### config.mk
export PLATFORM = sky130hd
export DESIGN_NAME = instr_fetch
export DESIGN_NICKNAME = d
export VERILOG_FILES = /design/src/rtl/instr_fetch.sv
export SDC_FILE = /design/constraint.sdc
export NUM_CORES = 1
export LEC_CHECK = 0
export ABC_CLOCK_PERIOD_IN_PS = 8700
export BUFFER_PORTS_ARGS = -buffer_cell sky130_fd_sc_hd__buf_2
export CAP_MARGIN = 10
export CORE_MARGIN = 10
export CORE_UTILIZATION = 30
export DETAILED_ROUTE_END_ITERATION = 12
export SETUP_SLACK_MARGIN = 0.15
export SKIP_LAST_GASP = 1
export SYNTH_ARGS = -nofsm -noshare
export SYNTH_HDL_FRONTEND = slang
export SYNTH_SLANG_ARGS = --single-unit
export TNS_END_PERCENT = 30
### constraint.sdc
create_clock -name clk -period 8.7 [get_ports clk]
set_input_delay 1.305 -clock clk [delete_from_list [all_inputs] [get_ports clk]]
set_output_delay 1.305 -clock clk [all_outputs]
set_load 0.03 [all_outputs]
### src/rtl/instr_fetch.sv
// Instruction fetch stage: writable instruction memory, program counter and a
// run/single-step sequencer. Issues one registered word per advance and stops
// on a HALT opcode.
module instr_fetch #(
   parameter int              ADDR_W   = 4,
   parameter logic [ADDR_W-1:0] RESET_PC = '0,
   parameter logic [5:0]      HALT_OP  = 6'h3F
) (
   input  logic              clk,
   input  logic              rst,
   input  logic              ld_we,
   input  logic [ADDR_W-1:0] ld_addr,
   input  logic [31:0]       ld_data,
   input  logic              start,
   input  logic              run,
   input  logic              step,
   input  logic              stall,
   output logic [31:0]       instr,
   output logic              instr_valid,
   output logic [ADDR_W-1:0] pc_out,
   output logic              halted
);

   localparam int DEPTH = 1 << ADDR_W;

   typedef enum logic [1:0] {IDLE, FETCH, HALT} state_t;

   state_t            state_q, state_d;
   logic [ADDR_W-1:0] pc_q, pc_d;
   logic [ADDR_W-1:0] pc_out_q, pc_out_d;
   logic [31:0]       instr_q, instr_d;
   logic              valid_q, valid_d;
   logic              halted_q, halted_d;
   logic              step_q, step_d;

   logic [31:0]       mem_q [DEPTH];
   logic [31:0]       rd_word;
   logic              mem_we;
   logic              adv;

   // Combinational read at the current pc; the fetch register is the only stage.
   always_comb begin
      rd_word = mem_q[pc_q];
      mem_we  = (state_q == IDLE) & ld_we & ~rst;
      step_d  = step;
      adv     = (state_q == FETCH) & ~stall & (run | (step & ~step_q));
   end

   // Next-state and fetch-register updates; everything holds unless told otherwise.
   always_comb begin
      state_d  = state_q;
      pc_d     = pc_q;
      pc_out_d = pc_out_q;
      instr_d  = instr_q;
      valid_d  = valid_q;
      halted_d = halted_q;
      case (state_q)
         IDLE: begin
            valid_d = 1'b0;
            if (start) state_d = FETCH;
         end
         FETCH: begin
            if (!stall) begin
               valid_d = 1'b0;
               if (adv) begin
                  pc_out_d = pc_q;
                  if (rd_word[31:26] == HALT_OP) begin
                     // The HALT word is consumed but never issued downstream.
                     instr_d  = '0;
                     halted_d = 1'b1;
                     state_d  = HALT;
                  end else begin
                     instr_d = rd_word;
                     valid_d = 1'b1;
                     pc_d    = pc_q + ADDR_W'(1);
                  end
               end
            end
         end
         default: ;
      endcase
   end

   // State registers; reset leaves the instruction memory untouched.
   always_ff @(posedge clk) begin
      if (rst) begin
         state_q  <= IDLE;
         pc_q     <= RESET_PC;
         pc_out_q <= '0;
         instr_q  <= '0;
         valid_q  <= 1'b0;
         halted_q <= 1'b0;
         step_q   <= 1'b0;
      end else begin
         state_q  <= state_d;
         pc_q     <= pc_d;
         pc_out_q <= pc_out_d;
         instr_q  <= instr_d;
         valid_q  <= valid_d;
         halted_q <= halted_d;
         step_q   <= step_d;
      end
   end

   // Program load port, only open while idle.
   always_ff @(posedge clk) begin
      if (mem_we) mem_q[ld_addr] <= ld_data;
   end

   assign instr       = instr_q;
   assign instr_valid = valid_q;
   assign pc_out      = pc_out_q;
   assign halted      = halted_q;

endmodule

==> impl_metrics.py <==
metrics = {
    "run_status": {
        "outcome": "complete, no violations",
    },
    "logic_synthesis": {
        "yosysWarnings": 0,
        "synth_edf_count": 512,
        "async_flop_share_pct": 0,
        "syn_inst": 973,
        "synth_cell_types": 35,
        "synth_seq_cells": 561,
        "synth-seq-area-share_pct": 77.18,
        "syn_area_per_cell_sq_um": 21.78,
        "syn_nets": 1017,
        "syn_area_sq_um": 21190,
        "synth_ff_type": "edfxtp_1",
    },
    "timing": {
        "hold_slack_ns": 0.4500,
        "setup_tns_ns": 0,
        "slew_headroom_pct": 24.19,
        "fin_skew_ns": 0.02145,
        "finalCritPeriodShare_pct": 49.98,
        "timing.fmax_mhz": 230.0,
        "rsz0062_at_grt": "no",
        "fin_crit_ns": 4.348,
        "finalHoldViolCount": 0,
        "worst_slew_pin_slew_ns": 1.137,
        "slew_viol_final": 0,
        "setup_viol": 0,
    },
    "global_routing": {
        "first_global_vias": 10318,
        "grt_max_degree": 48,
        "antenna_found_initial": 8,
        "grt_pass1_wl_um": 71670,
        "grt_overflow": 0,
        "grt_usage_pct": 11.74,
    },
    "die": {
        "fp.dieH_um": 285.8,
        "start_util_pct": 30.26,
        "rows": 97,
        "core-area_sq_um": 70030,
        "die_area_sq_um": 81670,
        "io_pins": 81,
        "die_w_um": 285.8,
    },
    "cells_and_area": {
        "n_fill_cell": 6435,
        "instances_no_fill": 2069,
        "drive_gt1_share_pct": 32.65,
        "seq_area_sq_um": 16370,
        "multiInputGateArea_sq_um": 4678,
        "synthToLayoutAreaGrowth_pct": 16.42,
        "final_cell_area_sq_um": 24670,
        "fin_nets": 1126,
    },
    "critical_path": {
        "critical_path_class": "flip-flop to flip-flop",
        "cp_max_fo": 47,
        "cp_slowest_cell": "dfxtp_4",
        "worstPathRequired_ns": 9.20,
        "timing.critical_path.cells": "buf_4 > mux4_2 > a22oi_1 > nand2_1 > nand2_2 > nor2_1 > o32ai_1",
        "cp-end-kind": "flip-flop",
        "crit_arrival_ns": 4.85,
        "setup.worst_path.start_class": "flip-flop",
        "critPathMaxStageDelay_ns": 0.96,
    },
    "clocking": {
        "ctsHtreeMaxLevel": 2,
        "postCtsHoldBufs": 0,
        "ctsResizeCount": 0,
        "cts_buffers": 57,
        "clk_latency_ns": 0.61,
        "post_cts_buffers": 0,
        "cts-root-buf": "clkbuf_16",
        "cts_tree": "yes",
        "clockBufferDepth": 3,
        "clk_pin_slew_ns": 0.06,
        "clock-sinks": 561,
    },
    "pwr": {
        "static-leakage-power_uw": 0.007493,
        "power_density_nw_per_um2": 228.5,
        "p_switching_uw": 1170,
        "p_seq_share_pct": 53.0,
        "pwr-share-clk_pct": 42.2,
        "internal_power_uw": 4467,
        "p_comb_share_pct": 4.8,
        "totalPowerFinal_uw": 5637,
        "ir_drop_mv": 0.1651,
        "p_sw_share_pct": 20.75,
    },
    "drt": {
        "routed_wirelength_um": 49020,
        "drt-pass1-iter-count": 5,
        "wire_per_inst_um": 23.69,
        "postRouteAntennaNets": 0,
        "m1WireLength_um": 21750,
        "highest_layer": "met5",
        "drc": 0,
        "vias": 10273,
        "drtIter0Drc": 924,
        "wl_met2_um": 22590,
        "vias_per_cell": 4.965,
        "dr_wl_met3_um": 3794,
    },
    "placement": {
        "gp_congestion": 0.7320,
        "post_dp_cell_area_sq_um": 22850,
        "dp_hpwl_um": 27550,
        "port_buffers": 80,
        "place_inst": 1963,
    },
    "flow_run": {
        "maxCapViolCount": 0,
    },
    "worst_hold_path": {
        "hp-class": "flip-flop to flip-flop",
    },
}
==> worst max-delay path: cells and delay by family, from the launching register on <==
kind                   cells  cell delay [ns]
muxes                      1             0.60
AOI/OAI and AO/OA          2             0.56
buffers and inverters      1             0.81
DFF                        1             0.96
and+or+nand+nor            3             1.21
==> layout make-up <==
cell class / instances / share of cell area (%)
tap: 940 / 4.767
timing repair buffer: 107 / 2.444
clock buffer: 83 / 6.460
sequential: 561 / 66.33
clock inverter: 21 / 0.9280
multi-input combinational: 349 / 18.96
inverter: 6 / 0.09128
antenna: 2 / 0.02028
==> stage by stage <==
step | util (%) | worst slack, ns
floorplan | - | 4.150
CTS | 35.23 | 4.200
global route | 35.23 | 3.889
detailed placement | 32.62 | 4.244
finish | 35.23 | 4.352
global placement | 32.62 | 4.341
==> metal layers <==
metal  global-route usage, %  up-vias
met5                       0        -
met4                   2.764        4
met3                   3.259       75
met2                   17.82      351
met1                   16.52     5507
li1                        -     4336
==> sequential cells by signal, summed over array words and instances, names as in the netlist, named ones only <==
register / flops
instr_valid: 1
mem_q: 512
step_q: 1
pc_out: 4
state_q: 2
halted: 1
instr: 32
pc_q: 4
==> synthesized netlist by cell type, types with 2 or more instances <==
cell | count | area, sq um
edfxtp_1 | 512 | 15370
mux4_2 | 154 | 3468
nand2_1 | 52 | 195.2
dfxtp_1 | 49 | 980.9
a21oi_1 | 36 | 180.2
clkbuf_1 | 35 | 131.4
o211ai_1 | 29 | 217.7
nor2_1 | 22 | 82.58
buf_2 | 17 | 85.08
o32ai_1 | 7 | 61.31
a22o_1 | 6 | 52.55
inv_1 | 6 | 22.52
o311ai_1 | 6 | 52.55
nand3_1 | 5 | 25.02
a22oi_1 | 4 | 30.03
nand4_1 | 4 | 25.02
nor3_1 | 4 | 20.02
nor2b_1 | 3 | 18.77
a211oi_1 | 2 | 15.01
a221oi_1 | 2 | 17.52
buf_1 | 2 | 7.510
buf_4 | 2 | 15.01
nand2b_1 | 2 | 12.51
==> cell usage in the layout (no fill, tap or decap), types with 3 or more instances in the layout <==
| cell type | count |
|---|---|
| dfxtp_1 | 45 |
| bufinv_16 | 4 |
| clkbuf_8 | 7 |
| o211ai_1 | 29 |
| nand4_1 | 4 |
| inv_1 | 6 |
| mux4_2 | 154 |
| a21oi_1 | 36 |
| a22oi_1 | 4 |
| nor3_2 | 4 |
| clkinv_2 | 9 |
| edfxtp_1 | 512 |
| clkbuf_16 | 57 |
| nand3_1 | 5 |
| buf_4 | 27 |
| clkinv_4 | 4 |
| o311ai_1 | 6 |
| buf_2 | 80 |
| nor2_4 | 12 |
| nor2b_1 | 3 |
| o32ai_1 | 7 |
| nand2_1 | 51 |
| a22o_1 | 6 |
| clkbuf_1 | 19 |
| nor2_1 | 10 |
==> power by group through the flow <==
| stage | combinational, uW | clock [uW] | sequential, uW |
|---|---|---|---|
| after floorplan | 179 | 0 | 3040 |
| after global placement | 270 | 0 | 3040 |
| after detailed placement | 275 | 0 | 3040 |
| after CTS | 276 | 2430 | 2990 |
| after global routing | 292 | 2530 | 2990 |
| final | 271 | 2380 | 2990 |
==> logic make-up after synthesis <==
kind of cell,Yosys count,share of synthesized area [%]
flip-flops,561,77.18
multiplexers,154,16.37
adder cells (fa/ha/maj),1,0.05903
buffers and inverters,63,1.287
AO/OA/AOI/OAI,95,3.076
AND/OR/NAND/NOR,99,2.037
==> worst paths after layout <==
path / from / endpoint / slack (ns) / cells past startpoint
worst max-delay path: flip-flop / instr[31]$_SDFFE_PP0P_ / 4.35 / 7
worst min-delay path: instr[28]$_SDFFE_PP0P_ / instr[28]$_SDFFE_PP0P_ / 0.45 / 2
worst min register to register: instr[28]$_SDFFE_PP0P_ / instr[28]$_SDFFE_PP0P_ / 0.45 / 2
worst max register to register: flip-flop / instr[31]$_SDFFE_PP0P_ / 4.35 / 7
Power figures use the tool's default switching activity.
